===== src/rtl/fb_pkg.sv =====
// Framebuffer geometry, command opcodes and fill-engine state encoding.
// Shared with the VGA controller, which reads the same framebuffer.
package fb_pkg;
    localparam int FB_WIDTH  = 320;
    localparam int FB_HEIGHT = 240;
    localparam int ADDR_W    = 17;
    localparam int PIXEL_W   = 12;

    localparam logic OP_PLOT = 1'b0;
    localparam logic OP_FILL = 1'b1;

    typedef enum logic [2:0] {IDLE, CHECK, WAIT_VB, FILL, DONE} fill_state_t;

    // Row-major address y*320 + x, with the multiply by 320 done as (y<<8) + (y<<6).
    function automatic logic [ADDR_W-1:0] pixelAddr(input logic [7:0] y, input logic [8:0] x);
        return ({9'd0, y} << 8) + ({9'd0, y} << 6) + {8'd0, x};
    endfunction
endpackage


===== src/rtl/fb_rect_walker.sv =====
// Walks a clipped rectangle in raster order: the column counter sweeps each row,
// then the row base address advances by one framebuffer stride.
module fb_rect_walker
    import fb_pkg::*;
(
    input  logic              clock,
    input  logic              nreset,
    input  logic              load,
    input  logic [ADDR_W-1:0] base,
    input  logic [9:0]        ew,
    input  logic [9:0]        eh,
    input  logic              step,
    output logic [ADDR_W-1:0] addr,
    output logic              last
);
    logic [ADDR_W-1:0] rowBase_q, rowBase_d;
    logic [9:0]        col_q, col_d, ew_q, ew_d;
    logic [9:0]        row_q, row_d, eh_q, eh_d;
    logic              rowEnd;

    assign rowEnd = (col_q == ew_q - 10'd1);
    assign last   = rowEnd && (row_q == eh_q - 10'd1);
    assign addr   = rowBase_q + {7'd0, col_q};

    always_comb begin
        rowBase_d = rowBase_q;
        col_d     = col_q;
        row_d     = row_q;
        ew_d      = ew_q;
        eh_d      = eh_q;
        if (load) begin
            rowBase_d = base;
            col_d     = '0;
            row_d     = '0;
            ew_d      = ew;
            eh_d      = eh;
        end else if (step) begin
            if (rowEnd) begin
                col_d     = '0;
                row_d     = row_q + 10'd1;
                rowBase_d = rowBase_q + ADDR_W'(FB_WIDTH);
            end else begin
                col_d = col_q + 10'd1;
            end
        end
    end

    always_ff @(posedge clock) begin
        if (nreset) begin
            rowBase_q <= '0;
            col_q     <= '0;
            row_q     <= '0;
            ew_q      <= '0;
            eh_q      <= '0;
        end else begin
            rowBase_q <= rowBase_d;
            col_q     <= col_d;
            row_q     <= row_d;
            ew_q      <= ew_d;
            eh_q      <= eh_d;
        end
    end
endmodule


===== src/rtl/fb_fill_engine.sv =====
// Framebuffer port-A write master: accepts plot/fill commands, clips them to the
// screen, optionally waits for vertical blank, then writes one pixel per clock.
module fb_fill_engine
    import fb_pkg::*;
(
    input  logic               clock,
    input  logic               nreset,
    input  logic               cmd_valid,
    output logic               cmd_ready,
    input  logic               cmd_op,
    input  logic               cmd_sync,
    input  logic [8:0]         cmd_x,
    input  logic [7:0]         cmd_y,
    input  logic [8:0]         cmd_w,
    input  logic [7:0]         cmd_h,
    input  logic [PIXEL_W-1:0] cmd_color,
    input  logic               v_blank,
    output logic [ADDR_W-1:0]  fb_addr,
    output logic [PIXEL_W-1:0] fb_data,
    output logic               fb_we,
    output logic               busy,
    output logic               done_irq,
    output logic               cmd_err
);
    fill_state_t        state_q;
    logic               op_q, sync_q, err_q;
    logic [8:0]         x_q, w_q;
    logic [7:0]         y_q, h_q;
    logic [PIXEL_W-1:0] color_q;

    logic [9:0]         wEff, hEff, xRoom, yRoom, ewClip, ehClip;
    logic               outOfRange, isEmpty;
    logic [ADDR_W-1:0]  walkAddr;
    logic               walkLast, walkLoad, walkStep;

    // Clip arithmetic is one bit wider than the operands so x near 511 cannot wrap.
    assign wEff       = (op_q == OP_FILL) ? {1'b0, w_q} : 10'd1;
    assign hEff       = (op_q == OP_FILL) ? {2'b0, h_q} : 10'd1;
    assign xRoom      = 10'(FB_WIDTH) - {1'b0, x_q};
    assign yRoom      = 10'(FB_HEIGHT) - {2'b0, y_q};
    assign ewClip     = (wEff < xRoom) ? wEff : xRoom;
    assign ehClip     = (hEff < yRoom) ? hEff : yRoom;
    assign outOfRange = ({1'b0, x_q} >= 10'(FB_WIDTH)) || ({2'b0, y_q} >= 10'(FB_HEIGHT));
    assign isEmpty    = (wEff == 10'd0) || (hEff == 10'd0);

    assign walkLoad = (state_q == CHECK) && !outOfRange && !isEmpty;
    assign walkStep = (state_q == FILL);

    fb_rect_walker walker (
        .clock  (clock),
        .nreset (nreset),
        .load   (walkLoad),
        .base   (pixelAddr(y_q, x_q)),
        .ew     (ewClip),
        .eh     (ehClip),
        .step   (walkStep),
        .addr   (walkAddr),
        .last   (walkLast)
    );

    // Outputs are decodes of the state register so they drop on the reset edge itself.
    assign cmd_ready = (state_q == IDLE) && !nreset;
    assign busy      = (state_q != IDLE);
    assign fb_we     = (state_q == FILL);
    assign fb_addr   = fb_we ? walkAddr : '0;
    assign fb_data   = fb_we ? color_q : '0;
    assign done_irq  = (state_q == DONE);
    assign cmd_err   = (state_q == DONE) && err_q;

    always_ff @(posedge clock) begin
        if (nreset) begin
            state_q <= IDLE;
            op_q    <= OP_PLOT;
            sync_q  <= 1'b0;
            err_q   <= 1'b0;
            x_q     <= '0;
            y_q     <= '0;
            w_q     <= '0;
            h_q     <= '0;
            color_q <= '0;
        end else begin
            case (state_q)
                IDLE: begin
                    err_q <= 1'b0;
                    if (cmd_valid && cmd_ready) begin
                        op_q    <= cmd_op;
                        sync_q  <= cmd_sync;
                        x_q     <= cmd_x;
                        y_q     <= cmd_y;
                        w_q     <= cmd_w;
                        h_q     <= cmd_h;
                        color_q <= cmd_color;
                        state_q <= CHECK;
                    end
                end
                CHECK: begin
                    if (outOfRange) begin
                        err_q   <= 1'b1;
                        state_q <= DONE;
                    end else if (isEmpty) begin
                        state_q <= DONE;
                    end else begin
                        state_q <= sync_q ? WAIT_VB : FILL;
                    end
                end
                WAIT_VB: begin
                    if (v_blank) state_q <= FILL;
                end
                FILL: begin
                    if (walkLast) state_q <= DONE;
                end
                DONE: begin
                    state_q <= IDLE;
                end
                default: begin
                    state_q <= IDLE;
                end
            endcase
        end
    end
endmodule


===== config.mk =====
export PLATFORM = sky130hd
export DESIGN_NAME = fb_fill_engine
export DESIGN_NICKNAME = d
export VERILOG_FILES = /design/src/rtl/fb_pkg.sv /design/src/rtl/fb_rect_walker.sv /design/src/rtl/fb_fill_engine.sv
export SDC_FILE = /design/constraint.sdc
export NUM_CORES = 1
export LEC_CHECK = 0
export BUFFER_PORTS_ARGS = -buffer_cell sky130_fd_sc_hd__clkbuf_2
export CORE_MARGIN = 3
export CORE_UTILIZATION = 55
export DETAILED_ROUTE_END_ITERATION = 16
export PLACE_DENSITY = 0.8
export SLEW_MARGIN = 20
export SYNTH_ARGS = -nofsm -noshare
export SYNTH_HDL_FRONTEND = slang
export SYNTH_SLANG_ARGS = --single-unit

===== constraint.sdc =====
create_clock -name clock -period 7.22 [get_ports clock]
set_input_delay 0.361 -clock clock [delete_from_list [all_inputs] [get_ports clock]]
set_output_delay 0.361 -clock clock [all_outputs]
set_load 0.005 [all_outputs]

== Word level (Yosys, flattened, before mapping) ==
Index checks and enable logic that the tools add are counted.

* Output and inout port bits: 34
* Register bits: 109
* Word-level logic and storage cells: 81
* Input bits: 52

* Muxes and demuxes: 19
* Order comparisons: 4
* Equal/unequal tests: 10
* Reduce and logical (&&, ||, !) cells: 24
* $add $sub $neg: 10

{| class="wikitable"
|+ Operators with widths
! operator !! number
|-
| $mux W17 || 4
|-
| $mux W10 || 3
|-
| $add A10 B1 Y10 const B || 2
|-
| $eq A10 B10 Y1 || 2
|-
| $logic_not A10 Y1 || 2
|-
| $sub A10 B1 Y10 const B || 2
|-
| $add A16 B14 Y17 || 1
|-
| $add A17 B10 Y17 || 1
|-
| $add A17 B9 Y17 || 1
|-
| $add A17 B9 Y17 const B || 1
|-
| $mux W3 || 5
|-
| $mux W12 || 1
|-
| $pmux W3 S4 || 1
|-
| $lt A8 B10 Y1 || 1
|-
| $lt A9 B10 Y1 || 1
|-
| $sub A9 B9 Y10 const A || 1
|-
| $ge A9 B9 Y1 const B || 1
|-
| $mux W9 || 1
|-
| $sub A8 B8 Y9 const A || 1
|-
| $ge A8 B8 Y1 const B || 1
|-
| $mux W8 || 1
|-
| $reduce_and A2 Y1 || 4
|-
| $eq A3 B2 Y1 const B || 2
|-
| $logic_and A1 B1 Y1 || 6
|-
| 13 further kinds || 21
|}

== Logic depth before layout (Yosys ltp) ==
Gate-level depths: netlist of the first run.

* Depth after elaboration: 7
* Depth in mapped cells: 14
* Gate-level depth less buffers: 13

== Hierarchy ==
From an unflattened synthesis of the first run, not the netlist that was laid out.

* Cell total of the unflattened synthesis: 877
* Area, all modules: 7061.8 sq um

{| class="wikitable"
|+ Modules (own cells, without submodules)
! module !! seq. area each (sq um) !! cells each !! area each (sq um) !! times used
|-
| fb_rect_walker || 1141.1 || 416 || 3548.4 || 1
|-
| fb_fill_engine || 1041.0 || 461 || 3513.4 || 1
|}

== Least setup slack after synthesis of the first run ==
OpenSTA, ideal clock, no wires.

* Kind: reg-to-reg
* Start point: register walker.ew_q[2]
* End point: register walker.rowBase_q[12]
* Cell stages (with the launch flop): 10
* Required time: 7129 ps
* Setup time: 91 ps
* Clock period less this slack: 2886 ps
* Path slack: 4334 ps
* Arrival: 2795 ps
* Path buffers: 2
* Cells stage by stage: dfxtp_1 buf_6 or3_1 or4_4 a2111oi_4 o211ai_2 buf_6 nor4_4 or3b_1 a311oi_1

* Longest elaborated chain between the ends: 4

{| class="wikitable"
|+ Ends and longest elaborated chain
! item !! RTL line !! source
|-
| start: declaration || fb_rect_walker.sv:17 || <nowiki>logic [9:0] col_q, col_d, ew_q, ew_d;</nowiki>
|-
| start signal: assignment || fb_rect_walker.sv:59 || <nowiki>ew_q <= ew_d;</nowiki>
|-
| $sub A10 B1 Y10 || fb_rect_walker.sv:21 || <nowiki>assign rowEnd = (col_q == ew_q - 10'd1);</nowiki>
|-
| $eq A10 B10 Y1 || fb_rect_walker.sv:21 ||
|-
| $reduce_bool A2 Y1 (no source line) || n/a ||
|-
| $reduce_and A2 Y1 (no source line) || n/a ||
|-
| end signal: assignment || fb_rect_walker.sv:56 || <nowiki>rowBase_q <= rowBase_d;</nowiki>
|-
| end: declaration || fb_rect_walker.sv:16 || <nowiki>logic [ADDR_W-1:0] rowBase_q, rowBase_d;</nowiki>
|}

No other way between the ends.
A chain may end at the register's enable or synchronous reset.

== Final worst setup path of the first run ==
* Start point: register walker.col_q[0]
* End point: output port fb_addr[16]

* Longest elaborated chain between the ends: 2

{| class="wikitable"
|+ Ends and longest elaborated chain
! item !! RTL line !! source
|-
| start: declaration || fb_rect_walker.sv:17 ||
|-
| start signal: assignment || fb_rect_walker.sv:57 || <nowiki>col_q <= col_d;</nowiki>
|-
| $add A17 B10 Y17 || fb_rect_walker.sv:23 || <nowiki>assign addr = rowBase_q + {7'd0, col_q};</nowiki>
|-
| $mux W17 || fb_fill_engine.sv:65 || <nowiki>assign fb_addr = fb_we ? walkAddr : '0;</nowiki>
|-
| end: declaration || fb_fill_engine.sv:18 || <nowiki>output logic [ADDR_W-1:0] fb_addr,</nowiki>
|}

No other way between the ends.

==> reports/qor.csv, run 1 <==
metric,value,unit
status,completed,
worstSetupStartpointType,flop,
synth-edff-count,0,
clockBufferDepth,2,
avgSynthCellArea,7.85,µm²
fin_skew,0.00610,ns
crit_arrival,3.07,ns
crit_type,reg2out,
crit_fanout,6,
stdcell_area,7850,µm²
dr.pass1.iters,5,
ios,86,
required,6.86,ns
p_per_area,265,nW/µm²
grt_pass1_vias,6123,
num_rows,40,
synth_area,7090,µm²
hold_start,cmd_h[2],
gr-usage-all-layers,25.1,%
overflow,0,
tritoncts,yes,
drv_cap,0,
coreArea,12300,µm²
syn_nets,1005,
cts_root_buffer,clkbuf_16,
reg2reg_from,y_q[0],
post-route-drc-count,0,
numCtsBuffers,9,
nets,1055,
area_delta_synth_final,10.7,%
placedCellCount,1110,
syn_inst,903,
drv_slew,0,
yosysUniqueCellTypes,64,
drtIter0Drc,452,
ys_seq_elements,108,
antennaDiodeCount,0,
vdd.ir_drop.worst,0.162,mV
cts_resized,0,
grt_pass1_wl,29900,µm
wire_per_inst,15.7,µm
whs,0.184,ns
fmax,292,MHz
cp-startpoint,walker.col_q[0],
cp-end-kind,output port,
cts_max_level,3,
gp_congestion,0.911,
final_cells,1126,
via_count,6478,
hpwl,12900,µm
cts.hold.buffers_added,0,
antenna_found_initial,0,
via_per_inst,5.75,
ant_nets,0,
port_buffers,85,
power_leakage,3.47,nW
clk_pin_slew,0.07,ns
rsz0062_at_grt,no,
maxSlewHeadroom,37.0,%
grt_max_degree,93,
period_share,47.5,%
yosys_most_used_dff,dfxtp_1,
period_minus_slack,3.43,ns
yosysWarnings,0,
start_util,57.6,%
dieArea,14300,µm²
async_flop_share,0,%
die_y,120,µm
layout-drive-gt1-share,12.6,%
dpl-instance-area,7560,µm²
die_w,120,µm
cts.sinks,108,
seq_area_frac_synth,30.5,%
clock_latency,0.35,ns
finalSetupViolations,0,
worstMarginPinSlew,0.945,ns
hold_path_class,in2reg,
tns,0,ns
hold_viol,0,
post_cts_buffers,0,
routed_wl,17600,µm
[metrics by stage]
stage	setup WS [ns]	util [%]	total power [mW]
floorplan	4.33	-	1.40
global placement	4.12	61.4	1.57
detailed placement	4.07	61.4	1.59
CTS	3.80	63.7	2.08
global route	3.59	63.8	2.22
finish	3.79	63.8	2.08
[placed cells by master, fill, tap and decap left out, types with 5 or more instances in the layout]
| cell | netlist | routed |
|---|---|---|
| o21ai_0 | 27 | 27 |
| or3_1 | 13 | 13 |
| nand4_1 | 9 | 9 |
| nor2b_1 | 10 | 10 |
| or2_2 | 6 | 6 |
| and2_1 | 33 | 32 |
| ha_1 | 47 | 47 |
| xnor2_1 | 35 | 35 |
| a21o_1 | 9 | 9 |
| a21oi_1 | 36 | 35 |
| nor3_1 | 13 | 12 |
| inv_1 | 37 | 37 |
| o311a_1 | 7 | 7 |
| and3_1 | 10 | 10 |
| nand2b_1 | 7 | 7 |
| nor2_1 | 78 | 78 |
| xor2_1 | 25 | 25 |
| or4_1 | 5 | 5 |
| o31ai_1 | 9 | 9 |
| nand3_1 | 22 | 22 |
| nor4_1 | 17 | 17 |
| a211oi_1 | 15 | 15 |
| nand2_1 | 146 | 146 |
| clkbuf_16 | 0 | 9 |
| dfxtp_1 | 108 | 108 |
| nand3b_1 | 48 | 48 |
| clkbuf_2 | 0 | 85 |
| mux2i_1 | 10 | 10 |
[sequential cells by signal, summed over array words and instances (netlist names)]
| name | cells |
|---|---|
| y_q | 8 |
| walker.eh_q | 9 |
| walker.row_q | 10 |
| walker.rowBase_q | 17 |
| color_q | 12 |
| sync_q | 1 |
| walker.ew_q | 10 |
| err_q | 1 |
| x_q | 9 |
| walker.col_q | 10 |
| op_q | 1 |
| h_q | 8 |
| state_q | 3 |
| w_q | 9 |
[cell families after synthesis]
logic type,Yosys count,share of synthesized area [%]
AOI/OAI and AO/OA,154,15.3
xor gates and xnor gates,60,7.41
adders and majority gates,50,9.14
buffers and inverters,87,4.82
DFF,108,30.5
muxes,10,1.41
and+or+nand+nor,434,31.5
[metal layers]
metal | vias to the layer above | global-route usage, % | routed length [µm] | part of all wire, %
met5 | - | 0 | 0 | 0
met4 | 0 | 8.23 | 409 | 2.3
met3 | 30 | 5.04 | 1100 | 6.2
met2 | 197 | 39.2 | 7820 | 44
met1 | 2988 | 34.8 | 8300 | 47
li1 | 3263 | - | - | -
[synth_stat cells (all sizes together), types with 14 or more instances]
library cell	n	area [µm²]
ha	47	588
nand2	146	548
xor2	25	219
xnor2	35	307
nor4	18	128
dfxtp	108	2160
nand3	22	110
a21oi	36	180
clkbuf	43	161
nor3	14	75.1
inv	37	139
and2	33	206
nor2	78	293
a211oi	15	113
nand3b	48	360
o21ai	27	135
[layout make-up]
cell class                      count  area (µm²)
Inverter                           37         139
Tap cell                          168         210
Fill cell                        1133        4460
Clock inverter                      5        42.5
Timing Repair Buffer               89         455
Clock buffer                       11         243
Sequential cell                   108        2160
Multi-Input combinational cell    708        4600
[power by group]
part / leakage [nW] / switching [mW] / total [mW] / internal, mW
combinational: 2.45 / 0.462 / 0.781 / 0.318
clock: 0.137 / 0.233 / 0.482 / 0.248
sequential: 0.882 / 0.125 / 0.815 / 0.690
[critical path: stages (launching register included)]
cell and delay, ns:
dfxtp_1 0.49, ha_1 0.22, inv_1 0.05, fa_1 0.37
nor2b_1 0.16, o21ai_0 0.11, a21oi_1 0.20, o21a_1 0.24
o21ai_0 0.20, or4_1 0.49, nand2_1 0.08, clkbuf_2 0.11
[final timing paths]
path | to | depth (start not counted) | slack (ns)
max | fb_addr[16] | 11 | 3.79
min | h_q[2] | 3 | 0.18
max reg2reg | walker.eh_q[4] | 10 | 3.96
min reg2reg | color_q[2] | 2 | 0.47
No activity file was read; power rests on OpenSTA's default activity.
==> run 2, diff against run 1 <==
ABC_AREA = 1   (was unset)
clock period = 3.6 ns   (was 7.22 ns; I/O delays follow)
==> run 2 against run 1 <==
  * First-iteration DRC count increased by 20%
  * Register-to-register slack got worse by 3.1 ns
  * Clock power increased by 100%
  * Via count increased by 15%
  * Power up 120%
  * Area after synthesis increased by 7.0%
  * Core utilization is 0.95 points lower
  * Final cell count grew 25%
  * Wire length is 4.4% higher
  * Cell area grew 6.8%
  * Critical endpoint is now fb_addr[14]
  * Largest power group is now combinational logic
  * Highest routed layer unchanged
==> reports/qor.csv, run 2 <==
metric,value,unit,change
status,completed,,unchanged
cts.sinks,108,,unchanged
slowest_stage,o311ai_0,,was dfxtp_1
drtIter0Drc,542,,was 452
mostFrequentLayoutCell,nand2_1,,unchanged
yosysWarnings,0,,unchanged
finalSetupViolations,0,,unchanged
wire_per_inst,13.0,µm,was 15.7 µm
cts_max_level,3,,unchanged
required,3.42,ns,was 6.86 ns
clock_latency,0.35,ns,about the same
power_leakage,4.21,nW,was 3.47 nW
placedCellCount,1397,,"was 1,110"
reg_top3,"walker.rowBase_q: 17 flops, color_q: 12 flops",,unchanged
area_delta_synth_final,10.5,%,was 10.7%
overflow,0,,unchanged
hold_viol,0,,unchanged
crit_type,reg2out,,unchanged
p_int,2.56,mW,was 1.26 mW
yosys_most_used_dff,dfxtp_1,,unchanged
cp-end-kind,output port,,unchanged
max_stage_delay,0.79,ns,was 0.49 ns
syn_inst,1163,,was 903
synth-edff-count,0,,unchanged
synth_top_cell_area_share,28.5,%,was 30.5%
dieArea,15200,µm²,"was 14,300 µm²"
grt_pass1_wl,30900,µm,"was 29,900 µm"
clk_pin_slew,0.08,ns,was 0.07 ns
routed_wl,18400,µm,"was 17,600 µm"
num_rows,42,,was 40
antenna_found_initial,0,,unchanged
drv_slew,0,,unchanged
stdcell_area,8390,µm²,was 7850 µm²
via_per_inst,5.26,,was 5.75
crit_arrival,2.81,ns,was 3.07 ns
async_flop_share,0,%,unchanged
path_cells,ha_1 > inv_1 > fa_1 > o311ai_0 > and2_1 > a21oi_1 > nor2_1 > clkbuf_2,,was ha_1 > inv_1 > fa_1 > nor2b_1 > o21ai_0 > a21oi_1 > o21a_1 > o21ai_0 > or4_1 > nand2_1 > clkbuf_2
utilization,62.8,%,was 63.8%
worstMarginPinSlew,0.875,ns,was 0.945 ns
fin_skew,0.00793,ns,was 0.00610 ns
worstSetupStartpointType,flop,,unchanged
hold_path_class,in2reg,,unchanged
synth_area_leaders,"dfxtp_1 (29%), nand2_1 (14%), ha_1 (7.8%)",,"was dfxtp_1 (30%), ha_1 (8.3%), nand2_1 (7.7%)"
period_minus_slack,2.99,ns,
post_cts_buffers,0,,unchanged
post-route-drc-count,0,,unchanged
gp_congestion,0.932,,was 0.911
die_y,123,µm,was 120 µm
tritoncts,yes,,unchanged
grt_pass1_vias,6673,,"was 6,123"
antennaDiodeCount,0,,unchanged
port_buffers,85,,unchanged
start_util,56.8,%,was 57.6%
fill_cells,1265,,"was 1,133"
p_per_area,535,nW/µm²,was 265 nW/µm²
clockBufferDepth,2,,unchanged
max_flop_register,walker.rowBase_q,,unchanged
p_total,4.48,mW,was 2.08 mW
period_share,83.1,%,
nets,1334,,"was 1,055"
numCtsBuffers,9,,unchanged
reg2reg_from,y_q[0],,unchanged
fin_ws,0.610,ns,was 3.79 ns
switchingPower,1.92,mW,was 0.821 mW
power.share.switching,42.8,%,was 39.5%
grt_max_degree,84,,was 93
tns,0,ns,unchanged
yosys.cell_count.top_type,nand2_1,,unchanged
yosysUniqueCellTypes,44,,was 64
yosys.area.top_type,dfxtp_1,,unchanged
seq_area_frac_synth,28.5,%,was 30.5%
final_cells,1413,,"was 1,126"
gr-usage-all-layers,24.9,%,was 25.1%
p_seq_share,34.8,%,was 39.2%
cts_root_buffer,clkbuf_16,,unchanged
ys_seq_elements,108,,unchanged
multi_input_area,4660,µm²,was 4600 µm²
cts_resized,0,,unchanged
seq_area,2160,µm²,unchanged
rsz0062_at_grt,no,,unchanged
largest_reg_flops,17,,unchanged
yosys-top-cells-count,"nand2_1 (291), inv_1 (143), nor2_1 (117)",,"was nand2_1 (146), dfxtp_1 (108), nor2_1 (78)"
coreArea,13300,µm²,"was 12,300 µm²"
die_w,123,µm,was 120 µm
cp-startpoint,walker.col_q[0],,unchanged
drv_cap,0,,unchanged
ant_nets,0,,unchanged
final_cell_mix,"nand2_1 (290), inv_1 (143), nor2_1 (117)",,"was nand2_1 (146), dfxtp_1 (108), clkbuf_2 (85)"
maxSlewHeadroom,40.9,%,was 37.0%
hold_start,cmd_w[2],,was cmd_h[2]
layout-drive-gt1-share,12.2,%,was 12.6%
crit_buf_inv,2,,unchanged
whs,0.0172,ns,was 0.184 ns
combPwrFrac,43.6,%,was 37.6%
syn_nets,1265,,"was 1,005"
dr.pass1.iters,6,,was 5
vdd.ir_drop.worst,0.615,mV,was 0.162 mV
ios,86,,unchanged
via_count,7438,,"was 6,478"
crit_family,compound AO/OA/AOI/OAI gates,,unchanged
avgSynthCellArea,6.52,µm²,was 7.85 µm²
crit_fanout,6,,unchanged
clock_power_share,21.6,%,was 23.2%
hpwl,14400,µm,"was 12,900 µm"
fmax,334,MHz,
synth_area,7590,µm²,was 7090 µm²
dpl-instance-area,8100,µm²,was 7560 µm²
place_ws,0.917,ns,was 4.07 ns
cts.hold.buffers_added,0,,unchanged
run 2: power groups by stage:
stage / logic (mW) / registers (mW) / clock network, mW
2_1_floorplan: 1.58 / 1.53 / 0
3_3_place_gp: 1.90 / 1.58 / 0
3_5_place_dp: 1.93 / 1.58 / 0
4_1_cts: 1.95 / 1.56 / 0.973
5_1_grt: 2.24 / 1.58 / 1.02
6_report: 1.96 / 1.56 / 0.969
run 2: layout make-up:
class / instances / area share [%]
multi-input cells: 867 / 55.6
flip-flops and latches: 108 / 25.8
repair buffers: 91 / 5.61
clock inverters: 5 / 0.507
well taps: 176 / 2.63
clock buffers: 11 / 2.89
inverters: 155 / 7.00
run 2: worst paths after layout:
| check | slack, ns | endpoint | cells past startpoint |
|---|---|---|---|
| worst max-delay path | 0.61 | fb_addr[14] | 8 |
| worst min-delay path | 0.02 | w_q[2] | 3 |
| worst max register to register | 0.84 | walker.eh_q[1] | 14 |
| worst min register to register | 0.46 | color_q[6] | 2 |
run 2: cell families after synthesis:
kind of cell / after synthesis / share of synthesized area [%]
AOI/OAI and AO/OA: 183 / 12.6
DFF: 108 / 28.5
adders and majority gates: 50 / 8.54
buffers and inverters: 188 / 10.1
and+or+nand+nor: 586 / 34.7
xor gates and xnor gates: 48 / 5.54
run 2: tightest hold or removal path: stages:
cell      delay, ns
clkbuf_2       0.07
nand2_1        0.04
nand2_1        0.05
run 2: per-layer routing:
layer / share of wire [%] / up-vias / GRT usage [%]
li1: - / 3903 / -
met1: 48 / 3300 / 34.2
met2: 45 / 201 / 40.5
met3: 5.2 / 34 / 3.34
met4: 2.3 / 0 / 8.24
met5: 0 / - / 0
